**config.mk**
```make
export PLATFORM = sky130hd
export DESIGN_NAME = mux_sel_arbiter
export DESIGN_NICKNAME = d
export VERILOG_FILES = /design/src/rtl/mux_arb_pkg.sv /design/src/rtl/mux_grant_cnt.sv /design/src/rtl/mux_sel_arbiter.sv
export SDC_FILE = /design/constraint.sdc
export NUM_CORES = 1
export LEC_CHECK = 0
export ABC_AREA = 1
export BUFFER_PORTS_ARGS = -buffer_cell sky130_fd_sc_hd__buf_2
export CAP_MARGIN = 20
export CORE_AREA = 2 2 39 41
export CTS_CLUSTER_SIZE = 14
export DETAILED_ROUTE_END_ITERATION = 8
export DIE_AREA = 0 0 41 43
export GPL_ROUTABILITY_DRIVEN = 0
export PLACE_DENSITY = 0.66
export SKIP_LAST_GASP = 1
export SLEW_MARGIN = 20
export SYNTH_ARGS = -nofsm -noshare
export SYNTH_HDL_FRONTEND = slang
export SYNTH_SLANG_ARGS = --single-unit
```
**constraint.sdc**
```tcl
create_clock -name clk -period 3.84 [get_ports clk]
set_input_delay 0.384 -clock clk [delete_from_list [all_inputs] [get_ports clk]]
set_output_delay 0.384 -clock clk [all_outputs]
set_load 0.005 [all_outputs]
```
**src/rtl/mux_arb_pkg.sv**
```systemverilog
// Shared encodings for the 2:1 mux select arbiter: FSM state codes and
// source IDs (the source IDs are also the mux select values).
package mux_arb_pkg;

    localparam logic [1:0] ST_IDLE = 2'd0;
    localparam logic [1:0] ST_GA   = 2'd1;
    localparam logic [1:0] ST_GB   = 2'd2;

    localparam logic SRC_A = 1'b0;
    localparam logic SRC_B = 1'b1;

    typedef enum logic [1:0] {
        IDLE    = ST_IDLE,
        GRANT_A = ST_GA,
        GRANT_B = ST_GB
    } arb_state_e;

endpackage

```
**src/rtl/mux_grant_cnt.sv**
```systemverilog
// Grant-age counter: clears on grant entry, counts while a grant is held,
// saturates at SAT and flags the hold and pre-emption thresholds.
module mux_grant_cnt
    import mux_arb_pkg::*;
#(
    parameter int unsigned CNT_W       = 3,
    parameter int unsigned SAT         = 3,
    parameter int unsigned HOLD_CYCLES = 2
) (
    input  logic             clk,
    input  logic             rst,
    input  logic             clr_i,
    input  logic             en_i,
    output logic [CNT_W-1:0] cnt_o,
    output logic             hold_done_o,
    output logic             max_hit_o
);

    localparam logic [CNT_W-1:0] SAT_V  = CNT_W'(SAT);
    localparam logic [CNT_W-1:0] HOLD_V = CNT_W'(HOLD_CYCLES - 1);
    localparam logic [CNT_W-1:0] ONE_V  = CNT_W'(1);

    logic [CNT_W-1:0] cnt_q;
    logic [CNT_W-1:0] cnt_d;

    always_comb begin
        cnt_d = cnt_q;
        if (clr_i) begin
            cnt_d = '0;
        end else if (en_i && (cnt_q != SAT_V)) begin
            cnt_d = cnt_q + ONE_V;
        end
    end

    always_ff @(posedge clk or posedge rst) begin
        if (rst) begin
            cnt_q <= '0;
        end else begin
            cnt_q <= cnt_d;
        end
    end

    assign cnt_o       = cnt_q;
    assign hold_done_o = (cnt_q >= HOLD_V);
    assign max_hit_o   = (cnt_q == SAT_V);

endmodule

```
**src/rtl/mux_sel_arbiter.sv**
```systemverilog
// Two-source arbiter driving a 2:1 mux select, with minimum grant hold,
// maximum grant under contention and round-robin tie breaking.
module mux_sel_arbiter
    import mux_arb_pkg::*;
#(
    parameter int unsigned HOLD_CYCLES = 2,
    parameter int unsigned MAX_GRANT   = 4,
    parameter int unsigned CNT_W       = 3
) (
    input  logic             clk,
    input  logic             rst,
    input  logic             req_a,
    input  logic             req_b,
    output logic             sel,
    output logic             gnt_a,
    output logic             gnt_b,
    output logic             busy,
    output logic [1:0]       state_dbg,
    output logic [CNT_W-1:0] cnt_dbg
);

    // Handshake: req_x is a level request sampled on each rising edge;
    // gnt_x is the registered answer one edge later and stays high at least
    // HOLD_CYCLES cycles even if req_x drops.

    arb_state_e state_q, state_d;
    logic       last_q, last_d;
    logic       sel_q, sel_d;
    logic       gnt_a_q, gnt_a_d;
    logic       gnt_b_q, gnt_b_d;
    logic       busy_q, busy_d;
    logic       cnt_clr, cnt_en;
    logic       hold_done, max_hit;
    logic [CNT_W-1:0] cnt;

    mux_grant_cnt #(
        .CNT_W       (CNT_W),
        .SAT         (MAX_GRANT - 1),
        .HOLD_CYCLES (HOLD_CYCLES)
    ) u_cnt (
        .clk         (clk),
        .rst         (rst),
        .clr_i       (cnt_clr),
        .en_i        (cnt_en),
        .cnt_o       (cnt),
        .hold_done_o (hold_done),
        .max_hit_o   (max_hit)
    );

    always_comb begin
        state_d = state_q;
        unique case (state_q)
            IDLE: begin
                if (req_a && req_b) begin
                    state_d = (last_q == SRC_A) ? GRANT_B : GRANT_A;
                end else if (req_a) begin
                    state_d = GRANT_A;
                end else if (req_b) begin
                    state_d = GRANT_B;
                end
            end
            GRANT_A: begin
                if (!hold_done) begin
                    state_d = GRANT_A;
                end else if (req_a && !(req_b && max_hit)) begin
                    state_d = GRANT_A;
                end else if (req_b) begin
                    state_d = GRANT_B;
                end else begin
                    state_d = IDLE;
                end
            end
            GRANT_B: begin
                if (!hold_done) begin
                    state_d = GRANT_B;
                end else if (req_b && !(req_a && max_hit)) begin
                    state_d = GRANT_B;
                end else if (req_a) begin
                    state_d = GRANT_A;
                end else begin
                    state_d = IDLE;
                end
            end
            default: state_d = IDLE;
        endcase
    end

    // Outputs are computed from the next state so they register alongside it.
    always_comb begin
        last_d  = last_q;
        sel_d   = sel_q;
        if (state_d == GRANT_A) begin
            sel_d = SRC_A;
            if (state_q != GRANT_A) last_d = SRC_A;
        end else if (state_d == GRANT_B) begin
            sel_d = SRC_B;
            if (state_q != GRANT_B) last_d = SRC_B;
        end
        gnt_a_d = (state_d == GRANT_A);
        gnt_b_d = (state_d == GRANT_B);
        busy_d  = gnt_a_d | gnt_b_d;
        cnt_clr = (state_d != state_q);
        cnt_en  = (state_q != IDLE);
    end

    always_ff @(posedge clk or posedge rst) begin
        if (rst) begin
            state_q <= IDLE;
            last_q  <= SRC_B;
            sel_q   <= SRC_A;
            gnt_a_q <= 1'b0;
            gnt_b_q <= 1'b0;
            busy_q  <= 1'b0;
        end else begin
            state_q <= state_d;
            last_q  <= last_d;
            sel_q   <= sel_d;
            gnt_a_q <= gnt_a_d;
            gnt_b_q <= gnt_b_d;
            busy_q  <= busy_d;
        end
    end

    assign sel       = sel_q;
    assign gnt_a     = gnt_a_q;
    assign gnt_b     = gnt_b_q;
    assign busy      = busy_q;
    assign state_dbg = state_q;
    assign cnt_dbg   = cnt;

endmodule

```
## Word level (Yosys, flattened, before mapping)

Cells that the tools add are included.

- Muxes and demuxes: 19
- Reduce and logical (&&, ||, !) cells: 14
- Add/sub/neg operators: 1
- Bitwise logic cells: 1
- Order comparisons: 1
- Equality and inequality tests: 10

Operators by type and width:

| cell | number |
|---|---|
| $mux W2 | 9 |
| $reduce_bool A2 Y1 | 4 |
| $mux W1 | 7 |
| $logic_and A1 B1 Y1 | 6 |
| $mux W3 | 2 |
| $pmux W2 S3 | 1 |
| $eq A2 B1 Y1 const B | 2 |
| $eq A2 B2 Y1 const B | 2 |
| $ne A2 B1 Y1 const B | 2 |
| $add A3 B1 Y3 const B | 1 |
| $eq A3 B2 Y1 const B | 1 |
| $ge A3 B1 Y1 const B | 1 |
| $ne A3 B2 Y1 const B | 1 |
| $reduce_and A3 Y1 | 1 |
| $logic_not A1 Y1 | 2 |
| $logic_not A2 Y1 | 1 |
| $ne A2 B2 Y1 | 1 |
| $ne A2 B2 Y1 const B | 1 |
| $or A1 B1 Y1 | 1 |

- Register bits: 10
- Bits of input ports: 4

## Longest topological paths before layout

- Depth after elaboration: 10
- Depth in mapped cells: 13

## Cells and area by module

A second synthesis with hierarchy kept.

- Cell total of the unflattened synthesis: 81
- Area, all modules: 626.9 µm²

By module, submodules not included:

| module | instances | cells an instance | area each (µm²) |
|---|---|---|---|
| mux_sel_arbiter | 1 | 53 | 412.9 |
| mux_grant_cnt | 1 | 28 | 214.0 |

## Worst setup path after synthesis

No wires, ideal clock.

- Path type: reg-to-reg
- Start point: register u_cnt.cnt_q[0] (netlist: u_cnt.cnt_o[0])
- End point: register last_q
- Data arrival time: 1,942 ps
- Path slack: 1,820 ps
- Buffers on the path: 0
- Setup time: 78 ps
- Stages on the path, launching flop included: 14
- Cell sequence: dfrtp_1 ha_1 ha_1 inv_1 a21boi_0 nand3_1 nand2_1 a21oi_1 inv_1 ha_1 inv_1 nand2_1 o22ai_1 inv_1

- Cells in the longest elaborated chain, start to end: 10

RTL lines:

| what | RTL line | RTL |
|---|---|---|
| from (decl) | mux_grant_cnt.sv:23 | `logic [CNT_W-1:0] cnt_q;` |
| from (signal assigned) | mux_grant_cnt.sv:39 | `cnt_q <= cnt_d;` |
| $eq A3 B2 Y1 | mux_grant_cnt.sv:45 | `assign max_hit_o = (cnt_q == SAT_V);` |
| $logic_and A1 B1 Y1, on equally long branches | mux_sel_arbiter.sv:76, mux_sel_arbiter.sv:65 |  |
| $logic_not A1 Y1, on equally long branches | mux_sel_arbiter.sv:76, mux_sel_arbiter.sv:65 |  |
| $logic_and A1 B1 Y1, on equally long branches | mux_sel_arbiter.sv:76, mux_sel_arbiter.sv:65 |  |
| $mux W2, on equally long branches | mux_sel_arbiter.sv:76, mux_sel_arbiter.sv:65 |  |
| $mux W2, on equally long branches | mux_sel_arbiter.sv:74, mux_sel_arbiter.sv:63 |  |
| $pmux W2 S3 * | mux_sel_arbiter.sv:52 | `unique case (state_q)` |
| net state_d[1] | mux_sel_arbiter.sv:26 | `arb_state_e state_q, state_d;` |
| $eq A2 B1 Y1 / $eq A2 B2 Y1 (equally long branches) | mux_sel_arbiter.sv:92, mux_sel_arbiter.sv:95 |  |
| $ne A2 B1 Y1 (no line) / $reduce_bool A2 Y1 (equally long branches) | n/a |  |
| $reduce_and A3 Y1 (no line) | n/a |  |
| to (signal assigned) | mux_sel_arbiter.sv:116 | `last_q <= last_d;` |
| to (decl) | mux_sel_arbiter.sv:27 | `logic last_q, last_d;` |

Mark *: on every way through the listed nets, which the timed path passes. The rest lies on a longest branch.
A chain may end at the register's enable or synchronous reset.

## Worst setup path in the final report

Ends and elaborated chain as after synthesis.

==> out/metrics.yaml <==
outcome:
  status: "complete, no violations"
timing:
  finalCritPeriodShare_pct: 57.0
  finalClockSkew_ns: 0.00417
  rsz0062_at_grt: "false"
  max_slew_margin_pct: 64.2
  period_needed_ns: 2.19
  hold_viol: 0
  fmax_mhz: 457
  drv_slew: 0
  worst_slew_pin_slew_ns: 0.531
  setup_violations: 0
  finalSetupTns_ns: 0
drt:
  drt-initial-drc-count: 13
  wl_per_cell_um: 10.5
  detail-route-antenna-nets: 0
  wl_um: 1070
  first_pass_iters: 4
  routed_via_density: 4.75
  vias: 484
  drc_errors: 0
floorplanning:
  die_area_mm2: 0.00176
  die_x_um: 41
  io_pins: 13
  die_h_um: 43
  num_rows: 14
  initial_utilization_pct: 41.1
  coreArea_mm2: 0.00138
clocking:
  cts_setup_buffers: 0
  htreeDepth: 1
  cts_buffers: 3
  cts_resized: 0
  path_clk_slew_ns: 0.07
  clock_latency_ns: 0.27
  hold_buffers: 0
  cts_tree: "built"
  cts-root-buf: "clkbuf_4"
  clock_sinks: 10
  clockBufferDepth: 2
worst_setup_path:
  crit_chain: "ha_1 -> ha_1 -> inv_1 -> a21boi_0 -> nand3_1 -> nand2_1 -> a21oi_1 -> inv_1 -> ha_1 -> inv_1 -> nand2_1 -> o22ai_1 -> inv_1"
  cpMostUsedCell: "inv_1"
  r2r_cells: 13
  critical_path.top_delay_family: "adder cells"
  crit_cells: 13
  start_kind: "flip-flop"
  critPathBufInv: 4
  crit_type: "flip-flop to flip-flop"
  cp_data_arrival_time_ns: 2.39
  slowest_stage: "dfrtp_1"
  worst_path_largest_cell_delay_ns: 0.41
  path_max_fanout: 4
  end_kind: "flip-flop"
  required_ns: 4.04
run:
  cap_violations: 0
power:
  p_leak_nw: 0.378
  p_total_uw: 512
  vdd_drop_max_mv: 0.362
  p_per_area_mw_per_mm2: 746
final_layout:
  areaGrowthSynthToFinish_pct: 20.4
  n_antenna_cell: 0
  final_cell_mix: "nand2_1 (16), inv_1 (13), buf_2 (12)"
  layout-drive-gt1-share_pct: 20.9
  nets: 97
  layout_commonest_cell: "nand2_1"
logic_synthesis:
  syn_avg_cell_area_um2: 8.13
  ys_seq_area_share_pct: 44.2
  synthCells: 70
  syn_area_um2: 569
  synth_cell_types: 16
  synth_warnings: 0
  synth-seq-cells: 10
  syn_nets: 80
global_route:
  grt_pass1_vias: 445
  track_usage_pct: 14.7
  grt-ovfl-total: 0
  grt_pass1_wl_um: 1770
  grt_max_degree: 11
  antenna_found_initial: 0
placement:
  hpwl_um: 805
  io_buffers: 12
hold_path:
  hp-class: "primary input to async pin"
## path summary, 6_finish.rpt
path / start / to / slack (ns)
setup / recovery: u_cnt.cnt_o[0] / last_q / 1.65
hold / removal: rst / u_cnt.cnt_o[2] / 0.08
setup reg to reg: u_cnt.cnt_o[0] / last_q / 1.65
hold reg to reg: sel / sel / 0.51
max in group asynchronous: rst / last_q / 3.44
min in group clk: sel / sel / 0.51
## flip-flops by register name (all words and copies together) (netlist names)
name and cells:
state_dbg 2, sel 1, last_q 1, busy 1, gnt_a 1, u_cnt.cnt_o 3
gnt_b 1
## cell usage after synthesis
| master | count | area share, % |
|---|---|---|
| nor3_1 | 1 | 0.88 |
| a21oi_1 | 2 | 1.8 |
| dfrtp_1 | 9 | 40 |
| o22ai_1 | 1 | 1.1 |
| o21ai_0 | 3 | 2.6 |
| ha_1 | 6 | 13 |
| nor2_1 | 8 | 5.3 |
| o21a_1 | 1 | 1.3 |
| nand3_1 | 4 | 3.5 |
| dfstp_2 | 1 | 4.6 |
| nand3_2 | 1 | 1.8 |
| inv_1 | 13 | 8.6 |
| a21boi_0 | 2 | 2.6 |
| nand2_1 | 16 | 11 |
| xor2_1 | 1 | 1.5 |
| nand4_1 | 1 | 1.1 |
## area by class of cell
class	instances	area, um^2
Fill cell	142	698
Multi-Input combinational cell	47	269
Sequential cell	10	251
Timing Repair Buffer	12	60.1
Inverter	13	48.8
Clock buffer	4	36.3
Tap cell	16	20.0
## layer usage
metal	up-vias	routed length (um)	global-route usage (%)
met5	-	0	0
met1	218	494	18.1
li1	251	-	-
met2	11	501	22.8
met3	4	54	4.71
met4	0	22	6.00
## cell families after synthesis
family          Yosys count  synth area share [%]
buf+inv                  13                  8.57
simple gates             31                  23.1
fa+ha+maj                 6                  13.2
flops                    10                  44.2
xor+xnor                  1                  1.54
compound gates            9                  9.45
## where the power goes
group          total [mW]  internal [mW]  switching (mW)
sequential          0.176          0.148          0.0278
combinational       0.240         0.0955           0.145
clock              0.0957         0.0575          0.0382
## metrics by stage
step	util, %	setup WS, ns	area, um^2	cells	hold WS [ns]
after detailed placement	46.9	1.63	649	98	0.384
after global routing	49.5	1.35	686	102	0.120
after floorplan	-	1.82	569	70	0.223
after global placement	46.9	1.65	649	98	0.373
after CTS	49.5	1.61	686	102	0.0922
final	49.5	1.65	686	102	0.0840
Note: power is estimated with default switching activity, not from simulation.
